[config.mk]
export PLATFORM = sky130hd
export DESIGN_NAME = timing_sequencer
export DESIGN_NICKNAME = d
export VERILOG_FILES = /design/src/rtl/timing_sequencer.sv
export SDC_FILE = /design/constraint.sdc
export NUM_CORES = 1
export LEC_CHECK = 0
export ABC_AREA = 1
export BUFFER_PORTS_ARGS = -buffer_cell sky130_fd_sc_hd__buf_2
export CAP_MARGIN = 25
export CORE_MARGIN = 2
export CORE_UTILIZATION = 42
export CTS_BUF_LIST = sky130_fd_sc_hd__clkbuf_4 sky130_fd_sc_hd__clkbuf_8 sky130_fd_sc_hd__clkbuf_16
export CTS_CLUSTER_DIAMETER = 100
export CTS_CLUSTER_SIZE = 10
export DETAILED_ROUTE_END_ITERATION = 10
export PLACE_DENSITY = 0.82
export SYNTH_ARGS = -nofsm -noshare
export SYNTH_HDL_FRONTEND = slang
export SYNTH_SLANG_ARGS = --single-unit
[constraint.sdc]
create_clock -name clk -period 1.6 [get_ports clk]
set_input_delay 0.32 -clock clk [delete_from_list [all_inputs] [get_ports clk]]
set_output_delay 0.32 -clock clk [all_outputs]
set_load 0.03 [all_outputs]
[src/rtl/timing_sequencer.sv]
// Sequence counter, T-step decoder and latched opcode decoder for the MBC processor.
// Ends each instruction at its last step and owns the HLT / restart state.
module timing_sequencer (
    input  logic        clk,
    input  logic        rst,
    input  logic [15:0] ir_odat,
    input  logic        start,
    input  logic        sc_clr,
    output logic [15:0] dec_signal,
    output logic [7:0]  dec,
    output logic        ind,
    output logic [3:0]  sc_odat,
    output logic        instr_done,
    output logic        halted
);

    logic [3:0] sc_q, sc_d;
    logic       h_q, h_d;
    logic [7:0] dec_q, dec_d;
    logic       ind_q, ind_d;

    logic [3:0] end_step;
    logic       at_end;
    logic       hlt_cond;

    // Register-ref / I-O instructions finish at T7, memory-ref at T11.
    assign end_step = dec_q[7] ? 4'd7 : 4'd11;
    assign at_end   = (sc_q == end_step);
    assign hlt_cond = (sc_q == 4'd6) && dec_q[7] && !ind_q && ir_odat[0];

    // State register
    always_ff @(posedge clk) begin
        if (rst) begin
            sc_q  <= 4'd0;
            h_q   <= 1'b0;
            dec_q <= 8'h00;
            ind_q <= 1'b0;
        end else begin
            sc_q  <= sc_d;
            h_q   <= h_d;
            dec_q <= dec_d;
            ind_q <= ind_d;
        end
    end

    // Next-state logic; halt outranks sc_clr, which outranks HLT and end-of-instruction.
    always_comb begin
        sc_d  = sc_q + 4'd1;
        h_d   = h_q;
        dec_d = dec_q;
        ind_d = ind_q;
        if (h_q) begin
            sc_d = 4'd0;
            if (start) begin
                h_d = 1'b0;
            end
        end else if (sc_clr) begin
            sc_d = 4'd0;
        end else if (hlt_cond) begin
            sc_d = 4'd0;
            h_d  = 1'b1;
        end else if (at_end) begin
            sc_d = 4'd0;
        end

        if (sc_q == 4'd3) begin
            dec_d = 8'h01 << ir_odat[14:12];
            ind_d = ir_odat[15];
        end
    end

    // Moore outputs: registered state only
    always_comb begin
        dec_signal = h_q ? 16'h0000 : (16'h0001 << sc_q);
        instr_done = at_end && !h_q;
        halted     = h_q;
        sc_odat    = sc_q;
        dec        = dec_q;
        ind        = ind_q;
    end

endmodule

==> results.md, run 1 <==
* Final HPWL from detailed placement at around 1500 um
* Yosys top cell area share at ~32%
* Non-filler cells, final at 194
* Wire length of the first global-routing pass at 3600 um
* Critical-path top delay cell: dfxtp_4
* Worst path arrival time at 1.40 ns
* Layout cells sized above 1 at roughly 64%
* Final setup margin at -0.121 ns
* H-tree Lvls at 1
* Startpoint class of the critical path: register
* Die width at just under 50 um
* FP Rows at 16
* CP most frequent cell: nor2_1
* Post-route cell area at between 1000 and 1500 um^2
* Synthesized instance count at 121
* CTS sink cnt at 14
* Final setup vio count at 17
* Synth Net Count at approximately 150
* Initial antenna violation count at 0
* Endpoint type of the worst setup path: primary output
* Switching Share at between 20% and 30%
* Worst skew pair latency at about 0.3 ns
* Tmin final at roughly 1.7 ns
* Sequential area share after synthesis at between 30 and 40%
* # nets final at between 150 and 200
* Worst-Margin Slew at about 0.25 ns
* Placed Instances at 184
* Critical path peak fanout at 8
* DRC viols at 0
* Post-synth EDFFs at 0
* Fin Clk Skew at 0.00828 ns
* Number of global-route vias before repair at between 800 and 900
* Root Buffer: clkbuf_4
* Violated checks: setup timing
* Clk buf depth at 2
* Rel. slew slack at 83.5%
* Synth cell types at 20
* Via count at just under 1000
* Gate power share at approximately 15%
* Crit-path max cell delay at 0.41 ns
* Yosys reg bits at 14
* Final Max Tran Viols at 0
* Final hold vios at 0
* CTS tree: built
* Layout area overhead at 63.2%
* Avg Vias per Cell at around 5.1
* Most area-hungry cell type in the Yosys netlist: dfxtp_1
* Psw at 0.000218 W
* Flop pwr share at a little under half
* PwrDens at 530 nW/um^2
* Drt first-iter violations at 15
* IO Port Bufs at 39
* Worst VDD drop at around 0.57 mV
* Cell area after synthesis at approximately 860 um^2
* Core area at about 2000 um^2
* Period Utilization, post-route at 108%
* Die H at 49.3 um
* Status: complete, but fails checks
* DIE AREA at ~2400 um^2
* Setup_tns at -0.700 ns
* Syn. warnings at 0
* Async SR Flop Fraction at 0%
* Path type of the worst setup path: register to primary output
* Fill cell total of the finished layout at roughly 130
* Largest net degree at the start of global routing at 18
* Synth Area per Inst at between 7 and 8 um^2
* Fmax at 581 MHz
* Initial core utilization at ~44%
* Family with the most delay on the worst path: simple AND/OR/NAND/NOR gates
* CP required at 1.28 ns
* Total routed wirelength at ~2800 um
* Max-capacitance violation count at 0
* Crit-path cells: inv_2, nor2_1, nor2_1, nand2_2, nor2_2, buf_6
* Overall global routing resource usage at 18.8%
* Worst path buffer plus inverter count at 2
* Leak pwr at 0.621 nW
* Fin util at between 70% and 80%
* Synth top area cells: dfxtp_1 (32%), nor2_1 (12%), ha_1 (8.7%)
* Power, Total at ~0.00075 W
* Unrepaired setup endpoints after global routing: true
* Top_reg_cell synth: dfxtp_1
* GPL Wtd Cong at ~0.75
* Clock network fraction of design power at 37.2%
* Grt ovf at 0
* WL per Instance at 14.6 um
* CTS clock-pin slew for the worst setup and hold paths at around 0.10 ns
* Worst hold path class: input pin to register
* P_int at between 0.0005 and 0.0006 W
* Ant diodes at 0
* Antenna-violating nets left at 0
* Ports at between 50 and 60
* Cts bufs inserted at 3
* Placed cell area at between 1000 and 1500 um^2
* Pre-antenna DRT Iters at 4
## worst register-to-register path: stages (launching register included)
cell	delay (ns)
dfxtp_4	0.41
ha_4	0.20
buf_4	0.12
buf_4	0.09
nand2_2	0.06
inv_4	0.20
nand2_1	0.12
o21ai_2	0.08
nor2_2	0.04
## cell usage in the layout (no fill, tap or decap), types with 2 or more instances in the layout
cell and instances:
buf_2 22, buf_4 11, buf_6 11, clkbuf_4 3, dfxtp_1 9, dfxtp_4 5, ha_2 2, ha_4 4
inv_1 11, inv_2 3, inv_4 3, nand2_1 11, nand2_2 8, nand3_1 9, nor2_1 16, nor2_2 14
nor2_4 8, o21ai_2 8
## registers in the layout (all words and copies together) (netlist names)
signal and cells:
sc_odat 4, halted 1, ind 1, dec 8
## cell families after synthesis
group                    synth area share, %
AND/OR/NAND/NOR                         37.2
buffers and inverters                   11.2
flip-flops                              32.5
AO/OA/AOI/OAI                           9.42
adder cells (fa/ha/maj)                 8.70
XOR/XNOR                                1.01
## timing repair
action | CTS | global route
gates resized for setup | 29 | 48
setup endpoints to repair | 17 | 17
hold buffers | 0 | 0
buffers inserted | 1 | 5
pin swaps | 5 | 17
## cell type report
class,count,area (um^2),share of cell area (%)
Tap cell,27,33.8,2.40
Clock buffer,4,36.3,2.58
Inverter,17,71.3,5.06
Sequential cell,14,299,21.2
Multi-Input combinational cell,87,632,44.8
Timing Repair Buffer,45,337,23.9
## per-layer routing
| layer | routed length (um) | global-route usage, % | up-vias |
|---|---|---|---|
| li1 | - | - | 464 |
| met1 | 1090 | 21.5 | 467 |
| met2 | 1440 | 34.0 | 44 |
| met3 | 154 | 3.68 | 15 |
| met4 | 150 | 7.14 | 0 |
| met5 | 0 | 0 | - |
## final timing paths
check | start | end | slack (ns) | cells past startpoint
hold reg to reg | sc_odat[0]$_SDFF_PP0_ | sc_odat[0]$_SDFF_PP0_ | 0.49 | 1
setup / recovery | sc_odat[2]$_SDFF_PP0_ | instr_done | -0.12 | 6
setup reg to reg | sc_odat[0]$_SDFF_PP0_ | dec[7]$_SDFFE_PP0N_ | 0.18 | 8
hold / removal | start | halted$_SDFF_PP0_ | 0.20 | 2
## power groups by stage
stage / clock network, W / logic (W) / registers (W)
after detailed placement: 0 / 0.0000910 / 0.000368
after global placement: 0 / 0.0000885 / 0.000368
after global routing: 0.000292 / 0.000123 / 0.000356
after floorplan: 0 / 0.0000526 / 0.000378
final: 0.000278 / 0.000114 / 0.000355
after CTS: 0.000261 / 0.0000939 / 0.000359
## metrics by stage
stage               hold WS, ns  setup slack, ns
CTS                       0.230          -0.0195
global route              0.218           -0.175
finish                    0.204           -0.121
floorplan                 0.434          -0.0539
detailed placement        0.463            0.144
global placement          0.449            0.166
## Yosys cell counts (2+ instances only)
master / instances
nand2_1: 18
nor2_1: 28
o21ai_2: 8
buf_2: 2
nor2_2: 10
dfxtp_1: 14
inv_1: 15
nand3_1: 9
ha_1: 6
Power figures use the tool's default switching activity.
==> run 2: changes to the inputs <==
--- a/config.mk
+++ b/config.mk
@@ -6,15 +6,15 @@
 export NUM_CORES = 1
 export LEC_CHECK = 0
 export ABC_AREA = 1
-export BUFFER_PORTS_ARGS = -buffer_cell sky130_fd_sc_hd__buf_2
 export CAP_MARGIN = 25
 export CORE_MARGIN = 2
-export CORE_UTILIZATION = 42
+export CORE_UTILIZATION = 50
 export CTS_BUF_LIST = sky130_fd_sc_hd__clkbuf_4 sky130_fd_sc_hd__clkbuf_8 sky130_fd_sc_hd__clkbuf_16
 export CTS_CLUSTER_DIAMETER = 100
 export CTS_CLUSTER_SIZE = 10
 export DETAILED_ROUTE_END_ITERATION = 10
-export PLACE_DENSITY = 0.82
+export DONT_BUFFER_PORTS = 1
+export PLACE_DENSITY = 0.69
 export SYNTH_ARGS = -nofsm -noshare
 export SYNTH_HDL_FRONTEND = slang
 export SYNTH_SLANG_ARGS = --single-unit
==> results.md, run 2 (synthesis results as in run 1) <==
* Core area at 1670 um^2 (-14%)
* Fill cell total of the finished layout at 133 (-0.75%)
* Ports at 51 (unchanged)
* Pre-antenna DRT Iters at 4 (unchanged)
* Tmin final at 1.62 ns (-0.106 ns)
* Final setup margin at -0.0153 ns (+0.106 ns)
* Drt first-iter violations at 16 (+1)
* Initial antenna violation count at 0 (unchanged)
* IO Port Bufs at 0 (-100%)
* Worst hold path class: input pin to register
* Violated checks: setup timing
* Worst-Margin Slew at 0.367 ns (+0.119 ns)
* GPL Wtd Cong at 0.738 (-2.2%)
* Status: complete, but fails checks
* Grt ovf at 0 (unchanged)
* Placed Instances at 158 (-14%)
* Worst VDD drop at 0.523 mV (-8.6%)
* CTS sink cnt at 14 (unchanged)
* Final setup vio count at 5 (-12)
* Fin Clk Skew at 0.00196 ns (-0.00632 ns)
* Final HPWL from detailed placement at 1470 um (-0.85%)
* Avg Vias per Cell at 4.96 (-2.7%)
* Hold depth at 1 (-1)
* PwrDens at 584 nW/um^2 (+10%)
* Die width at 45.6 um (-7.7%)
* Period Utilization, post-route at 101% (-6.6 points)
* CTS clock-pin slew for the worst setup and hold paths at 0.08 ns (-0.02 ns)
* Ant diodes at 0 (unchanged)
* Largest net degree at the start of global routing at 18 (unchanged)
* Layout area overhead at 38.1%
* WL per Instance at 11.6 um (-21%)
* FP Rows at 15 (-1)
* Fmax at 619 MHz (+6.5%)
* Root Buffer: clkbuf_4
* Rel. slew slack at 75.5% (-8.0 points)
* Initial core utilization at 51.7% (+7.2 points)
* CP required at 1.28 ns (about the same)
* Power, Total at 0.000697 W (-6.7%)
* DRC viols at 0 (unchanged)
* Layout cells sized above 1 at 53.4% (-11 points)
* CTS tree: built
* H-tree Lvls at 1 (unchanged)
* Unrepaired setup endpoints after global routing: true
* Setup_tns at -0.0538 ns (+0.646 ns)
* DIE AREA at 2080 um^2 (-15%)
* Cts bufs inserted at 3 (unchanged)
* Startpoint class of the critical path: register
* Most frequent cells in the layout: nor2_1 (19), nor2_2 (19), buf_4 (17)
* # nets final at 175 (-9.8%)
* Wire length of the first global-routing pass at 2970 um (-18%)
* Antenna-violating nets left at 0 (unchanged)
* Number of global-route vias before repair at 714 (-14%)
* Path type of the worst setup path: register to primary output
* Via count at 819 (-17%)
* Max FFs per register at 8 (unchanged)
* Final Max Tran Viols at 0 (unchanged)
* Overall global routing resource usage at 19.9% (+1.1 points)
* Non-filler cells, final at 165 (-15%)
* Die H at 45.6 um (-7.7%)
* Hold buffers post-CTS at 0 (unchanged)
* Leak pwr at 0.515 nW (-17%)
* Worst path arrival time at 1.30 ns (-0.10 ns)
* Final hold vios at 0 (unchanged)
* Critical path peak fanout at 5 (-3)
* Endpoint type of the worst setup path: primary output
* Worst skew pair latency at 0.28 ns (-0.02 ns)
* Clk buf depth at 2 (unchanged)
* Total routed wirelength at 1910 um (-33%)
* Max-capacitance violation count at 0 (unchanged)
* R2R cell count at 7 (-1)
run 2: report_power, final:
group | switching, W | internal, W | leakage (nW)
Clock | 0.000117 | 0.000139 | 0.0210
Combinational | 0.0000470 | 0.0000295 | 0.379
Sequential | 0.0000125 | 0.000352 | 0.116
Total | 0.000177 | 0.000520 | 0.515
run 2: layer usage:
layer	wire length, um	up-vias	GRT usage (%)
li1	-	427	-
met1	823	367	23.8
met2	956	21	33.2
met3	117	4	6.75
met4	14	0	5.88
met5	0	-	0
run 2: layout make-up:
cell class              count  area, um^2  share of cell area (%)
clock buffers               4        36.3                    3.04
inverters                  17        66.3                    5.56
multi-input cells          87         549                    46.1
flip-flops and latches     14         290                    24.3
well taps                  17        21.3                    1.78
repair buffers             26         229                    19.2
run 2: worst paths after layout:
| kind | start | slack, ns | end |
|---|---|---|---|
| worst max register to register | sc_odat[0]$_SDFF_PP0_ | 0.36 | dec[2]$_SDFFE_PP0N_ |
| worst min register to register | sc_odat[3]$_SDFF_PP0_ | 0.62 | sc_odat[3]$_SDFF_PP0_ |
| worst min-delay path | rst | 0.09 | dec[5]$_SDFFE_PP0N_ |
| worst max-delay path | sc_odat[0]$_SDFF_PP0_ | -0.02 | dec_signal[7] |
run 2: stage by stage:
step | instance area (um^2) | util (%) | hold WS (ns) | setup WS [ns]
final | 1190 | 71.4 | 0.0881 | -0.0153
after global routing | 1190 | 71.4 | 0.0651 | -0.103
after CTS | 1150 | 68.9 | 0.0782 | -0.0129
after detailed placement | 1040 | 62.5 | 0.389 | 0.163
after global placement | 1040 | 62.5 | 0.389 | 0.204
after floorplan | 881 | - | 0.434 | -0.0539
run 2: timing repair:
item / CTS / global route
gates resized for setup: 20 / 11
setup endpoints to repair: 17 / 17
pin swaps: 7 / 10
buffers inserted: 2 / 1
run 2: worst max-delay path, cell delays in order (launching register included):
cell and delay [ns]:
dfxtp_4 0.39, ha_4 0.17, ha_1 0.16, inv_2 0.05, nor2_2 0.11, buf_6 0.14
